**src/rtl/note_playback_scheduler.sv**
```systemverilog
// note_playback_scheduler: shares one tone output between the training prompt and
// keypress feedback. A fixed-priority arbiter (prompt over feedback) feeds a
// sequencer that latches the note, plays a square wave for NOTE_CYCLES clocks,
// stays silent for GAP_CYCLES clocks, then pulses done.
// Optional feature macro: NOTE_SCHED_PREEMPT_EN. When it is defined, a prompt
// request preempts a feedback note that is loading, playing or in its gap.
module note_playback_scheduler #(
    parameter int NOTE_CYCLES     = 25_000_000,
    parameter int GAP_CYCLES      = 2_500_000,
    parameter int DIV_SCALE_SHIFT = 0
) (
    input  logic       CLOCK_50,
    input  logic       reset,
    input  logic       prompt_req,
    input  logic [2:0] prompt_note,
    output logic       prompt_ack,
    input  logic       fb_req,
    input  logic [2:0] fb_note,
    output logic       fb_ack,
    input  logic       abort,
    output logic       busy,
    output logic       tone_en,
    output logic       tone_out,
    output logic [2:0] cur_note,
    output logic       cur_src,
    output logic       done
);

    localparam logic [2:0] REST_NOTE = 3'd7;

    typedef enum logic [1:0] {IDLE, LOAD, PLAY, GAP} state_t;

    state_t      state;
    state_t      next_state;
    logic [15:0] half_cnt;
    logic [31:0] dur_cnt;
    logic [31:0] gap_cnt;
    logic        tone_level;
    logic [15:0] cur_div;

    // Half-period divisor for a note; a shift that underflows to 0 is clamped to 1.
    function automatic logic [15:0] note_div(input logic [2:0] note);
        logic [15:0] base;
        logic [15:0] shifted;
        case (note)
            3'd0:    base = 16'd56818;
            3'd1:    base = 16'd50607;
            3'd2:    base = 16'd47778;
            3'd3:    base = 16'd42566;
            3'd4:    base = 16'd37921;
            3'd5:    base = 16'd35793;
            3'd6:    base = 16'd31888;
            default: base = 16'd1;
        endcase
        shifted = base >> DIV_SCALE_SHIFT;
        if (shifted == 16'd0) begin
            shifted = 16'd1;
        end
        return shifted;
    endfunction

    assign cur_div = note_div(cur_note);

    // State register; reset drops straight back to IDLE so nothing resumes.
    always_ff @(posedge CLOCK_50) begin
        if (reset) begin
            state <= IDLE;
        end else begin
            state <= next_state;
        end
    end

    // Next-state logic: arbitration in IDLE, timed sequencing otherwise; abort overrides all.
    always_comb begin
        next_state = state;
        case (state)
            IDLE: begin
                if (prompt_req || fb_req) begin
                    next_state = LOAD;
                end
            end
            LOAD: next_state = PLAY;
            PLAY: begin
                if (dur_cnt == 32'd0) begin
                    next_state = GAP;
                end
            end
            GAP: begin
                if (gap_cnt == 32'd0) begin
                    next_state = IDLE;
                end
            end
            default: next_state = IDLE;
        endcase
`ifdef NOTE_SCHED_PREEMPT_EN
        if ((state != IDLE) && cur_src && prompt_req) begin
            next_state = LOAD;
        end
`endif
        if (abort) begin
            next_state = IDLE;
        end
    end

    // Datapath: latch the winning request, run the duration, gap and half-period counters.
    always_ff @(posedge CLOCK_50) begin
        if (reset) begin
            cur_note   <= 3'd0;
            cur_src    <= 1'b0;
            half_cnt   <= 16'd0;
            dur_cnt    <= 32'd0;
            gap_cnt    <= 32'd0;
            tone_level <= 1'b0;
            done       <= 1'b0;
        end else begin
            if (next_state == LOAD) begin
                cur_src  <= ~prompt_req;
                cur_note <= prompt_req ? prompt_note : fb_note;
            end
            case (state)
                LOAD: begin
                    half_cnt   <= cur_div - 16'd1;
                    dur_cnt    <= 32'(NOTE_CYCLES - 1);
                    tone_level <= (cur_note != REST_NOTE);
                end
                PLAY: begin
                    if (dur_cnt != 32'd0) begin
                        dur_cnt <= dur_cnt - 32'd1;
                    end else begin
                        gap_cnt <= 32'(GAP_CYCLES - 1);
                    end
                    if (cur_note != REST_NOTE) begin
                        if (half_cnt == 16'd0) begin
                            tone_level <= ~tone_level;
                            half_cnt   <= cur_div - 16'd1;
                        end else begin
                            half_cnt <= half_cnt - 16'd1;
                        end
                    end
                end
                GAP: begin
                    if (gap_cnt != 32'd0) begin
                        gap_cnt <= gap_cnt - 32'd1;
                    end
                end
                default: begin
                end
            endcase
            done <= (state == GAP) && (next_state == IDLE) && !abort;
        end
    end

    // Outputs decoded from state; the ack for the latched source is high only while in LOAD.
    always_comb begin
        busy       = (state != IDLE);
        tone_en    = (state == PLAY);
        tone_out   = (state == PLAY) && tone_level;
        prompt_ack = (state == LOAD) && !cur_src;
        fb_ack     = (state == LOAD) && cur_src;
    end

endmodule
```
**config.mk**
```make
export PLATFORM = sky130hd
export DESIGN_NAME = note_playback_scheduler
export DESIGN_NICKNAME = d
export VERILOG_FILES = /design/src/rtl/note_playback_scheduler.sv
export SDC_FILE = /design/constraint.sdc
export NUM_CORES = 1
export LEC_CHECK = 0
export BUFFER_PORTS_ARGS = -buffer_cell sky130_fd_sc_hd__buf_2
export CAP_MARGIN = 20
export CORE_MARGIN = 4
export CORE_UTILIZATION = 50
export DETAILED_ROUTE_END_ITERATION = 10
export PLACE_DENSITY = 0.67
export SYNTH_ARGS = -nofsm -noshare
export SYNTH_HDL_FRONTEND = slang
export SYNTH_SLANG_ARGS = --single-unit
```
**constraint.sdc**
```tcl
create_clock -name CLOCK_50 -period 3.6 [get_ports CLOCK_50]
set_input_delay 0.18 -clock CLOCK_50 [delete_from_list [all_inputs] [get_ports CLOCK_50]]
set_output_delay 0.18 -clock CLOCK_50 [all_outputs]
set_load 0.005 [all_outputs]
```
## Word-level counts from Yosys, hierarchy flattened

Index checks and enable logic that the tools add are counted.

| storage, ports and cells | value |
|---|---|
| bits in registers | 88 |
| bits of input ports | 11 |
| output and inout bits | 10 |
| logic and storage cells | 73 |

| cells by class | value |
|---|---|
| add/sub/neg operators | 4 |
| equal/unequal tests | 16 |
| mux-type cells | 19 |
| bitwise logic cells | 2 |
| reduce and logical (&&, ||, !) cells | 24 |

Operators by type and width:

| kind | count |
|---|---|
| $pmux 32 s2 | 2 |
| $pmux 16 s7 | 1 |
| $mux 32 | 3 |
| $logic_not 32->1 | 2 |
| $reduce_bool 32->1 | 2 |
| $sub 32x1->32 const B | 2 |
| $mux 16 | 3 |
| $logic_not 16->1 | 2 |
| $pmux 16 s2 | 1 |
| $sub 16x1->16 const B | 2 |
| $eq 3x3->1 const B | 3 |
| $mux 2 | 4 |
| $pmux 2 s4 | 1 |
| $eq 3x2->1 const B | 2 |
| $ne 2x1->1 const B | 3 |
| $reduce_and 3->1 | 2 |
| $reduce_bool 2->1 | 3 |
| $logic_and 1x1->1 | 5 |
| $eq 2x1->1 const B | 2 |
| $eq 2x2->1 const B | 2 |
| $logic_not 2->1 | 2 |
| $ne 2x2->1 const B | 2 |
| $reduce_and 2->1 | 2 |
| $eq 3x1->1 const B | 1 |
| 8 further kinds | 11 |

## Depth between registers and ports, before layout

| logic depth | value |
|---|---|
| word-level depth | 8 |
| mapped depth | 12 |
| depth with buffers taken out | 11 |

## Worst setup path before layout

OpenSTA, ideal clock, no wires.

| path | value |
|---|---|
| path kind | reg-to-reg |
| start point | reg dur_cnt[17] |
| end point | reg gap_cnt[10] |
| library setup time | 0.074 ns |
| data arrival time | 2.874 ns |
| data required time | 3.526 ns |
| slack | 0.651 ns |
| stages on the path, launching flop included | 10 |
| buffers on the path | 2 |
| clock period less this slack | 2.949 ns |
| cells stage by stage | dfxtp_1 or4_4 or4_4 buf_6 o31ai_4 o31a_1 buf_6 nand4_4 or4_1 a31oi_1 |

| between the ends | value |
|---|---|
| longest elaborated chain between the ends | 3 |

RTL lines:

| what | RTL line | text |
|---|---|---|
| from (decl) | 36 | `logic [31:0] dur_cnt;` |
| from (signal assigned) | 123 | `dur_cnt <= 32'(NOTE_CYCLES - 1);` |
| from (signal assigned) | 128 | `dur_cnt <= dur_cnt - 32'd1;` |
| $reduce_bool 32->1 | 127 | `if (dur_cnt != 32'd0) begin` |
| $ne 2x2->1 (no line) | - |  |
| $reduce_and 3->1 (no line) | - |  |
| to (signal assigned) | 130 | `gap_cnt <= 32'(GAP_CYCLES - 1);` |
| to (signal assigned) | 143 | `gap_cnt <= gap_cnt - 32'd1;` |
| to (decl) | 37 | `logic [31:0] gap_cnt;` |

No other way between the ends.
A chain may end at the register's enable or synchronous reset.

## Worst setup path after layout

| path | value |
|---|---|
| start point | reg dur_cnt[17] |
| end point | reg gap_cnt[25] |

Same word-level chain as after synthesis.

==> impl_summary.md <==
Floorplan
The floorplan step defined a die boundary enclosing 11200 um^2. After floorplanning, the core was divided into 35 placement rows. The area of the core is 9280 um^2. In this run the vertical extent of the chip is 106 um. In this run the count of I/O pins placed on the die edge is 21. The die is 106 um wide. For this configuration, the core starts out at a cell density of 51.6%.

Synth
The cell area after synthesis is 4790 um^2. The flip-flop cell with the highest count after synthesis is dfxtp_1. The synthesized netlist net count is 624. The async set-reset flop share out of synthesis is 0%. Summed over all instances, the cell type with the most area after synthesis is dfxtp_1. After synthesis, the mean cell area works out to 7.97 um^2. The synthesis warning total is 0. By area the synthesized netlist is led by dfxtp_1 37%, a21oi_1 6.4%, nor2_1 4.4%. In this run, synthesis inferred 0 flip-flops with an integrated enable. The commonest cells after synthesis are 88 x dfxtp_1, 61 x a21oi_1, 56 x nor2_1. The number of instances in the synthesized netlist is 601. The top cell type's share of synthesized area is 36.8%. The synthesized netlist contains 56 unique library cells.

Synthesis inferred 88 register bits. The most repeated cell in the gate-level netlist after synthesis is dfxtp_1. The register area share after synthesis is 36.8%.

Route
The detailed router placed 4396 vias in this run. Summed over all layers, the routed wires come to 11.3 mm. The first routing iteration left 254 violations. The count of nets left with antenna violations once routing finished came out at 0. The post-detailed-route via-to-cell ratio is 5.91.

For this run, the detailed router's first-pass iteration total came to 5. The residual DRC count is 0. After detailed routing, the average wire length per cell comes to 15.1 um.

Global route
The pin count of the biggest net entering global routing is 43. Across every metal layer, demand over resource in global routing totals 20.3%. The first global-routing pass estimated 18.9 mm of wire. The sum of overflow across all layers after global routing is 0. The number of global-route vias before repair is 3979. The number of antenna violations at the first check in global routing is 0.

Layout
The share of layout cells above drive strength 1 is 8.94%. From synthesis to final layout, the design area changed by 8.15%. The number of filler instances in the final layout is 914. The post-layout instance count excluding filler cells is 744. The final standard cell area without fillers is 5180 um^2. The total number of nets in the final design is 633.

The number of antenna diodes in the final layout is 0.

STA
The worst slew slack as a fraction of its limit is 52.8%. The share of the clock period used by the worst path after layout is 89.9%. Final hold analysis gives a worst-case slack of 212 ps. The time the final worst path needs with I/O delays and setup is 3240 ps. At the pin with the least slew margin, the transition time is 707 ps. Setup repair after global routing left no endpoint under its margin. The count of endpoints failing hold in the final timing report is 0.

The setup violation total in the final timing report is 0. The highest clock rate is 0.309 GHz. On the final layout, the worst clock skew is 13.9 ps.

Adding up every negative setup slack in the final design gives 0 ps. The max-slew violation count is 0.

Critical path
The cell type group with the largest total delay on the critical path is simple AND/OR/NAND/NOR gates. The cell with the most instances on the worst path is or4_4. The endpoint arrival time on the critical path is 3550 ps. The kind of launch point of the worst setup path is a flip-flop. The required time reported for the critical path endpoint is 3910 ps. For the worst flop-to-flop path, the logic depth is 7. The kind of critical path is reg -> reg. The critical path endpoint category is a flip-flop.

Counting both buffers and inverters, the worst setup path holds a total of 0. The worst register-to-register path begins at dur_cnt[17]. The critical path's largest stage delay is 570 ps. For flop-to-flop paths, the worst setup slack is 360 ps.

In this run the critical register-to-register path is captured at gap_cnt[25]. The signal on the critical path passes through or4_4 > or4_4 > o31ai_4 > o31a_1 > nand3_2 > or4_1 > nand2_1. The biggest fanout along the worst timing path is 11.

The slowest stage of the critical path is the or4_4 cell.

Power
The peak supply drop is 0.000241 V. Per report_power, the sequential group accounts for 48.3% of the total. The power per cell area is 446 nW/um^2. The clock network fraction of design power is 28.3%. In this run, the combinational gates consume 23.4% of the power. The internal power of the cells is 1.52 mW. The switching power share of the total is 34.1%. The switching power is 0.787 mW. For this design the static power due to leakage is 1.93 nW.

CTS
Buffers added to address setup during post-CTS repair amount to 0. The clock latency on the worst-skew pair is 370 ps. The H-tree level count is 3. The cell chosen for the clock root is clkbuf_8.

The deepest clock path buffer count is 2. The clock transition at the registers of the reported paths is 90 ps. TritonCTS built the clock tree.

The number of buffers inserted during clock tree synthesis is 9. Clock tree synthesis found a total of 88 sinks.

Min path
The worst hold path endpoint is dur_cnt[4]. Counting instances, the worst hold path has a depth of 2. The tightest min-delay check is of the in -> reg type. The worst hold path begins at reset.

Placed design
The congestion estimate from routability-driven global placement came to 0.863. The cell count after placement is 727. The post-DP HPWL is 7.77 mm. The standard cell area after detailed placement is 4990 um^2. Port buffering added 20 buffers.

Run
The tool flagged a number of max-cap violations equal to 0.

Run status
The flow ran to the end, and the final reports show no timing, DRC or antenna violations.
==> per-stage QoR <==
stage	utilization [%]	worst slack [ps]	power (mW)
final	55.8	362	2.31
after global routing	55.8	247	2.44
after CTS	55.8	370	2.32
after detailed placement	53.7	421	1.67
after global placement	53.7	509	1.65
after floorplan	-	651	1.55
==> registers in the layout, indices dropped and copies added, names as in the netlist <==
| name | cells |
|---|---|
| cur_note | 3 |
| cur_src | 1 |
| done | 1 |
| dur_cnt | 32 |
| gap_cnt | 32 |
| half_cnt | 16 |
| state | 2 |
| tone_level | 1 |
==> cells by family (layout without fill, tap and decap cells) <==
group / Yosys count / in the layout / synth area share, %
and+or+nand+nor: 249 / 249 / 27.5
AOI/OAI and AO/OA: 160 / 160 / 20.7
DFF: 88 / 88 / 36.8
buffers and inverters: 52 / 66 / 4.46
xor gates and xnor gates: 35 / 35 / 6.40
adders and majority gates: 12 / 12 / 3.13
muxes: 5 / 5 / 1.07
==> metal layers <==
layer  share of wire (%)  track usage (%)  vias to the layer above
met5                   0                0                        -
met4                 1.8             7.49                        0
met3                 3.5             2.85                       15
met2                  46             32.3                       82
met1                  48             28.2                     2086
li1                    -                -                     2213
==> how the worst max path moves through the flow <==
stage	end	cells after the start	from	slack (ps)
after floorplan	gap_cnt[10]	9	dur_cnt[17]	650
after global placement	gap_cnt[25]	7	dur_cnt[17]	510
after detailed placement	gap_cnt[25]	7	dur_cnt[17]	420
after CTS	gap_cnt[25]	7	dur_cnt[17]	370
after global routing	gap_cnt[25]	7	dur_cnt[17]	250
final	gap_cnt[25]	7	dur_cnt[17]	360
==> area by class of cell <==
class                           count  area (um^2)  area share (%)
Sequential cell                    88         1760            34.0
Multi-Input combinational cell    461         2820            54.3
Clock buffer                       11          141            2.73
Timing Repair Buffer               32          193            3.72
Clock inverter                      5         41.3           0.797
Tap cell                          129          161            3.11
Inverter                           18         67.6            1.30
==> power groups by stage <==
stage	Combinational [mW]	Sequential, mW	Clock [mW]
after floorplan	0.442	1.10	0
after global placement	0.522	1.13	0
after detailed placement	0.533	1.14	0
after CTS	0.538	1.11	0.667
after global routing	0.604	1.13	0.710
final	0.542	1.11	0.654
==> worst reg2reg max path, cell delays in order, from the launching register on <==
cell and delay [ps]:
dfxtp_1 360, or4_4 570, or4_4 570, o31ai_4 300, o31a_1 480, nand3_2 270, or4_1 540, nand2_1 90
==> what timing repair did <==
item / CTS / global route
hold endpoints to repair: 1 / 0
gates resized for setup: 0 / 0
hold buffers: 1 / 0
==> cell usage in the layout, fill, tap and decap left out, types with 15 or more instances in the layout <==
| master | count |
|---|---|
| or3_1 | 21 |
| or4_1 | 15 |
| nor3_1 | 30 |
| buf_2 | 20 |
| nand2_1 | 51 |
| xor2_1 | 18 |
| o21ai_0 | 29 |
| a21oi_1 | 61 |
| dfxtp_1 | 88 |
| nor2_1 | 56 |
| inv_1 | 17 |
| nor4_1 | 16 |
| xnor2_1 | 17 |
Note: power is estimated with default switching activity, not from simulation.
